File: src/rtl/reg_write_sequencer.sv
// Sequencing initiator for a two-entry register bank: accepts LOAD/MOVE/SWAP/CLEAR
// operations and generates the bank's write strobes, one register per cycle.
module reg_write_sequencer #(
    parameter int WIDTH = 8
) (
    input  logic             clk,
    input  logic             rst_n,
    input  logic             op_valid,
    output logic             op_ready,
    input  logic [1:0]       op_code,
    input  logic             op_dst,
    input  logic [WIDTH-1:0] op_imm,
    input  logic [WIDTH-1:0] temp1,
    input  logic [WIDTH-1:0] temp2,
    output logic [WIDTH-1:0] data_in,
    output logic             sel_in,
    output logic             enable_write,
    output logic             done
);
    // Handshake: an operation transfers on a rising clk edge where op_valid and
    // op_ready are both 1; while op_ready is 0 all request inputs are ignored.
    typedef enum logic [1:0] {IDLE, WR_A, WR_B, FIN} state_t;

    localparam logic [1:0] OP_LOAD  = 2'b00;
    localparam logic [1:0] OP_MOVE  = 2'b01;
    localparam logic [1:0] OP_SWAP  = 2'b10;
    localparam logic [1:0] OP_CLEAR = 2'b11;

    state_t             state_q, state_d;
    logic [1:0]         code_q, code_d;
    logic               dst_q, dst_d;
    logic [WIDTH-1:0]   imm_q, imm_d;
    logic [WIDTH-1:0]   h0_q, h0_d;
    logic [WIDTH-1:0]   h1_q, h1_d;
    logic               op_ready_q, op_ready_d;
    logic               enable_write_q, enable_write_d;
    logic               sel_in_q, sel_in_d;
    logic [WIDTH-1:0]   data_in_q, data_in_d;
    logic               done_q, done_d;

    always_comb begin
        state_d = state_q;
        code_d  = code_q;
        dst_d   = dst_q;
        imm_d   = imm_q;
        h0_d    = h0_q;
        h1_d    = h1_q;

        case (state_q)
            IDLE: begin
                if (op_ready_q && op_valid) begin
                    code_d  = op_code;
                    dst_d   = op_dst;
                    imm_d   = op_imm;
                    h0_d    = temp1;
                    h1_d    = temp2;
                    state_d = WR_A;
                end
            end
            WR_A: begin
                if (code_q == OP_SWAP || code_q == OP_CLEAR) state_d = WR_B;
                else                                         state_d = FIN;
            end
            WR_B:    state_d = FIN;
            FIN:     state_d = IDLE;
            default: state_d = IDLE;
        endcase

        // Outputs are decoded from the next state and the next hold values, so
        // they appear registered in the cycle the FSM occupies that state.
        enable_write_d = 1'b0;
        sel_in_d       = 1'b0;
        data_in_d      = '0;
        if (state_d == WR_A) begin
            enable_write_d = 1'b1;
            case (code_d)
                OP_LOAD: begin
                    sel_in_d  = dst_d;
                    data_in_d = imm_d;
                end
                OP_MOVE: begin
                    sel_in_d  = dst_d;
                    data_in_d = dst_d ? h0_d : h1_d;
                end
                OP_SWAP: begin
                    sel_in_d  = 1'b0;
                    data_in_d = h1_d;
                end
                default: begin
                    sel_in_d  = 1'b0;
                    data_in_d = '0;
                end
            endcase
        end else if (state_d == WR_B) begin
            enable_write_d = 1'b1;
            sel_in_d       = 1'b1;
            data_in_d      = (code_d == OP_SWAP) ? h0_d : '0;
        end
        done_d     = (state_d == FIN);
        op_ready_d = (state_d == IDLE);
    end

    always_ff @(posedge clk or negedge rst_n) begin
        if (!rst_n) begin
            state_q        <= IDLE;
            code_q         <= 2'b00;
            dst_q          <= 1'b0;
            imm_q          <= '0;
            h0_q           <= '0;
            h1_q           <= '0;
            op_ready_q     <= 1'b0;
            enable_write_q <= 1'b0;
            sel_in_q       <= 1'b0;
            data_in_q      <= '0;
            done_q         <= 1'b0;
        end else begin
            state_q        <= state_d;
            code_q         <= code_d;
            dst_q          <= dst_d;
            imm_q          <= imm_d;
            h0_q           <= h0_d;
            h1_q           <= h1_d;
            op_ready_q     <= op_ready_d;
            enable_write_q <= enable_write_d;
            sel_in_q       <= sel_in_d;
            data_in_q      <= data_in_d;
            done_q         <= done_d;
        end
    end

    assign op_ready     = op_ready_q;
    assign enable_write = enable_write_q;
    assign sel_in       = sel_in_q;
    assign data_in      = data_in_q;
    assign done         = done_q;
endmodule
File: config.mk
export PLATFORM = sky130hd
export DESIGN_NAME = reg_write_sequencer
export DESIGN_NICKNAME = d
export VERILOG_FILES = /design/src/rtl/reg_write_sequencer.sv
export SDC_FILE = /design/constraint.sdc
export NUM_CORES = 1
export LEC_CHECK = 0
export BUFFER_PORTS_ARGS = -buffer_cell sky130_fd_sc_hd__buf_2
export CORE_MARGIN = 2
export CORE_UTILIZATION = 55
export CTS_CLUSTER_SIZE = 40
export DETAILED_ROUTE_END_ITERATION = 16
export PLACE_DENSITY = 0.78
export SLEW_MARGIN = 30
export SYNTH_ARGS = -nofsm -noshare
export SYNTH_HDL_FRONTEND = slang
export SYNTH_SLANG_ARGS = --single-unit
File: constraint.sdc
create_clock -name clk -period 2.8 [get_ports clk]
set_input_delay 0.42 -clock clk [delete_from_list [all_inputs] [get_ports clk]]
set_output_delay 0.42 -clock clk [all_outputs]
set_load 0.01 [all_outputs]
; ---- After elaboration in Yosys (flattened, before gate mapping)
; Index checks and enable logic that the tools add are counted.
; W data, S select, Z words.
[word_totals]
regBits = 41
[classes]
eq_ne = 10
muxes = 22
reduce_logical = 6
[op_table]
columns = cell, n
row1 = $mux W8, 10
row2 = $pmux W8 S3, 1
row3 = $eq A2 B2 Y1 const B, 7
row4 = $pmux W2 S4, 1
row5 = $mux W1, 7
row6 = $eq A2 B1 Y1 const B, 3
row7 = $logic_not A2 Y1, 3
row8 = $mux W2, 3
row9 = $reduce_or A2 Y1, 1
row10 = $logic_and A1 B1 Y1, 1
row11 = $logic_or A1 B1 Y1, 1

; ---- Longest topological paths before layout
[depth]
word_depth = 7
depth_mapped = 10

; ---- Worst setup path before layout
; OpenSTA, ideal clock, no wires.
[synth_timing]
path_kind = reg-to-reg
from = register state_q[0]
to = register data_in_q[6], in the netlist data_in[6]
setup_time_ns = 0.071
arrival_time_ns = 1.859
required_ns = 2.729
setup_slack_ns = 0.870
stages_incl_launch_ff = 10
synth_period_minus_slack_ns = 1.930
cell_sequence = dfrtp_1 ha_1 nor2b_1 o21ai_0 o21ai_1 ha_1 clkbuf_1 nor2b_1 o21ai_1 nand4_1
[synth_between]
word_cells_on_any_way = 21
cone_classes = eq/ne: 7 / mux: 12 / reduce/logical: 2
[synth_lines]
columns = item, line_no
row1 = start: declaration, 29  ; state_t state_q, state_d;
row2 = start signal: assignment, 117  ; state_q <= state_d;
row3 = $eq A2 B2 Y1 (tied with other cells), 49  ; case (state_q)
row4 = $pmux W2 S4 (*), 49
row5 = net state_d[0], 29
row6 = $eq A2 B2 Y1, 94  ; end else if (state_d == WR_B) begin
row7 = $mux W8, 94
row8 = $mux W8 (*), 74  ; if (state_d == WR_A) begin
row9 = net data_in_d[6], 38  ; logic [WIDTH-1:0] data_in_q, data_in_d;
row10 = end signal: assignment, 126  ; data_in_q <= data_in_d;
row11 = end: declaration, 38
; Mark *: on every way through the listed nets, which the timed path passes. The rest lies on a longest branch.

; ---- Worst setup path after layout
; Same ends and word-level chain as after synthesis.

==> impl_metrics.json <==
{
  "status": "completed",
  "io-pin-count": 42,
  "power_frac_seq": 0.437,
  "synth-xor-area-share": 0,
  "multi_input_area_um2": 1120,
  "cp.required_ns": 3.02,
  "cts_inserted_buffers": 5,
  "clock_path_buffers": 2,
  "max-slew-margin-rel": 0.592,
  "synthTopCellsByArea": "dfrtp_1 (45%), nand2_1 (15%), and3_1 (5.3%)",
  "synth_most_common_cell": "nand2_1",
  "reg2reg_slack_ns": 0.42,
  "synth_cells": 270,
  "syn_area_per_cell_um2": 8.36,
  "grt_pass1_vias": 1836,
  "drt_pass1_iterations": 4,
  "path_clk_slew_ns": 0.08,
  "crit_path_start": "state_q[0]$_DFF_PN0_",
  "synth_edf_count": 0,
  "synth_top_area_share": 0.455,
  "grt-ovfl-total": 0,
  "finalPower_uw": 2370,
  "ir_worst_vdd_v": 0.000619,
  "grt_antenna_before_repair": 0,
  "finalWirelength_um": 5280,
  "synth.largest_area_cell": "dfrtp_1",
  "coreArea_um2": 3970,
  "skew_ns": 0.00706,
  "wire_per_inst_um": 14.9,
  "fp-row-count": 23,
  "tns_ns": 0,
  "drive_gt1_frac": 0.194,
  "comb_power_share": 0.397,
  "initial_core_util": 0.568,
  "synth_cell_types": 31,
  "diodes": 0,
  "timing.final.crit_period_ns": 2.38,
  "r2r-start": "state_q[0]$_DFF_PN0_",
  "endpoint": "data_in[6]$_DFF_PN0_",
  "pwr-share-clk": 0.165,
  "avgViaCountPerCell": 5.51,
  "post_cts_resized": 0,
  "fillers": 353,
  "synth.area.mux_share": 0.0188,
  "postCtsHoldBufs": 0,
  "internal-power_uw": 1410,
  "slew_viol_final": 0,
  "worst-r2r-cell-count": 9,
  "dr.first_iter.drc_count": 232,
  "dp_cells": 347,
  "routed-via-count": 1951,
  "final_util": 0.643,
  "powerDensity_nw_per_um2": 926,
  "r2r-end": "data_in[6]$_DFF_PN0_",
  "worstSetupStartpointType": "flip-flop",
  "p_switching_uw": 951,
  "synthSimpleGateAreaFrac": 0.325,
  "synth_compound_area_frac": 0.115,
  "worstSkewPairLatency_ns": 0.29,
  "ys_warn_count": 0,
  "cp-end-kind": "flip-flop",
  "maxCapViolCount": 0,
  "synth_common_cells": "nand2_1 (92), dfrtp_1 (41), and3_1 (19)",
  "port_buffers": 41,
  "max_freq_mhz": 420,
  "arrival_ns": 2.61,
  "ant_nets": 0,
  "gp_congestion": 0.837,
  "cts_tree": "yes",
  "setup_viol": 0,
  "synthFlopType": "dfrtp_1",
  "root_buffer": "clkbuf_8",
  "worst_pin_slew_ns": 0.611,
  "p_leak_uw": 0.00139,
  "syn2layout_area_growth_pct": 13.2,
  "place_hpwl_um": 3620,
  "clkSinkCount": 41,
  "drcViolationCount": 0,
  "ys_ff_latch": 41,
  "grt_pass1_wl_um": 8710,
  "post-cts-setup-buffers": 0,
  "grt_usage": 0.253,
  "dieArea_um2": 4630,
  "grt_max_degree": 42,
  "worstPathMaxFanout": 11,
  "rsz0062_at_grt": "no",
  "synth_top_family_by_area": "simple AND/OR/NAND/NOR gates",
  "synthesis.nets": 307,
  "die-width_um": 68.1,
  "h-tree-depth": 2,
  "final_cells": 354,
  "regArea_um2": 1030,
  "synth_fa_ha_area_frac": 0.0388,
  "synthesis.area_um2": 2260,
  "dieHeight_um": 68.1,
  "synthArstFlopShare": 1.00,
  "yosysSeqAreaShare": 0.455,
  "swShare": 0.402,
  "finalHoldViolations": 0,
  "critical_path_class": "flip-flop to flip-flop",
  "min_period_over_period": 0.851,
  "hp-class": "input port to async pin",
  "nNetsFinal": 341
}
## worst min path at each step
stage,start,to,slack [ns],cells past startpoint
3_5_place_dp,imm_q[7]$_DFF_PN0_,imm_q[7]$_DFF_PN0_,0.46,2
2_1_floorplan,rst_n,code_q[0]$_DFF_PN0_,0.12,0
3_3_place_gp,imm_q[3]$_DFF_PN0_,imm_q[3]$_DFF_PN0_,0.46,2
5_1_grt,rst_n,h1_q[6]$_DFF_PN0_,0.13,1
6_report,rst_n,data_in[1]$_DFF_PN0_,0.11,1
4_1_cts,rst_n,imm_q[6]$_DFF_PN0_,0.28,1
## layout make-up
cell class / instances / share of cell area
clock buffer: 7 / 0.0338
inverter: 5 / 0.00735
multi-input combinational: 206 / 0.440
sequential: 41 / 0.402
tap: 50 / 0.0245
timing repair buffer: 45 / 0.0930
## registers in the layout, summed over array words and instances, names as in the netlist
signal and flops:
data_in 8, op_ready 1, sel_in 1, state_q 2, h0_q 8, code_q 2
enable_write 1, imm_q 8, h1_q 8, done 1, dst_q 1
## critical path, stage by stage, from the launching register on
cell	delay, ns
dfrtp_1	0.41
inv_1	0.10
ha_1	0.16
a31oi_1	0.09
o21ai_1	0.28
ha_1	0.44
inv_1	0.13
a211oi_4	0.41
o211ai_1	0.15
nand4_1	0.13
## cells by family (layout without fill, tap and decap cells)
kind of cell / Yosys count / in the layout
mux: 4 / 4
compound gates: 38 / 38
flops: 41 / 41
buf+inv: 23 / 57
fa+ha+maj: 7 / 7
simple gates: 157 / 157
## power by group through the flow
stage / registers (uW) / clock network, uW / logic (uW)
floorplan: 971 / 0 / 722
global placement: 1030 / 0 / 909
detailed placement: 1040 / 0 / 936
CTS: 1030 / 402 / 942
global route: 1070 / 426 / 1070
finish: 1040 / 392 / 940
## per-layer routing
metal,track usage,wire length [um],up-vias
met5,0,0,-
met4,0.0800,76,0
met3,0.0543,310,9
met2,0.365,2320,65
met1,0.376,2580,897
li1,-,-,980
## layout by cell type (no fill, tap or decap), drive strengths merged, types with 3 or more instances in the layout
cell and count:
o211ai 7, o21ai 12, nor2 7, dfrtp 41, o2111ai 7, and3 19
nor2b 3, buf 45, nand2b 7, ha 7, a21oi 7, inv 5
nand2 92, nand4 7, clkbuf 7, nand3 16
## metrics by stage
| step | hold slack, ns | worst slack (ns) | instance area [um^2] |
|---|---|---|---|
| final | 0.105 | 0.417 | 2550 |
| after global routing | 0.133 | 0.239 | 2550 |
| after CTS | 0.283 | 0.431 | 2550 |
| after detailed placement | 0.464 | 0.448 | 2470 |
| after global placement | 0.459 | 0.560 | 2470 |
| after floorplan | 0.124 | 0.870 | 2260 |
No activity file was read; power rests on OpenSTA's default activity.
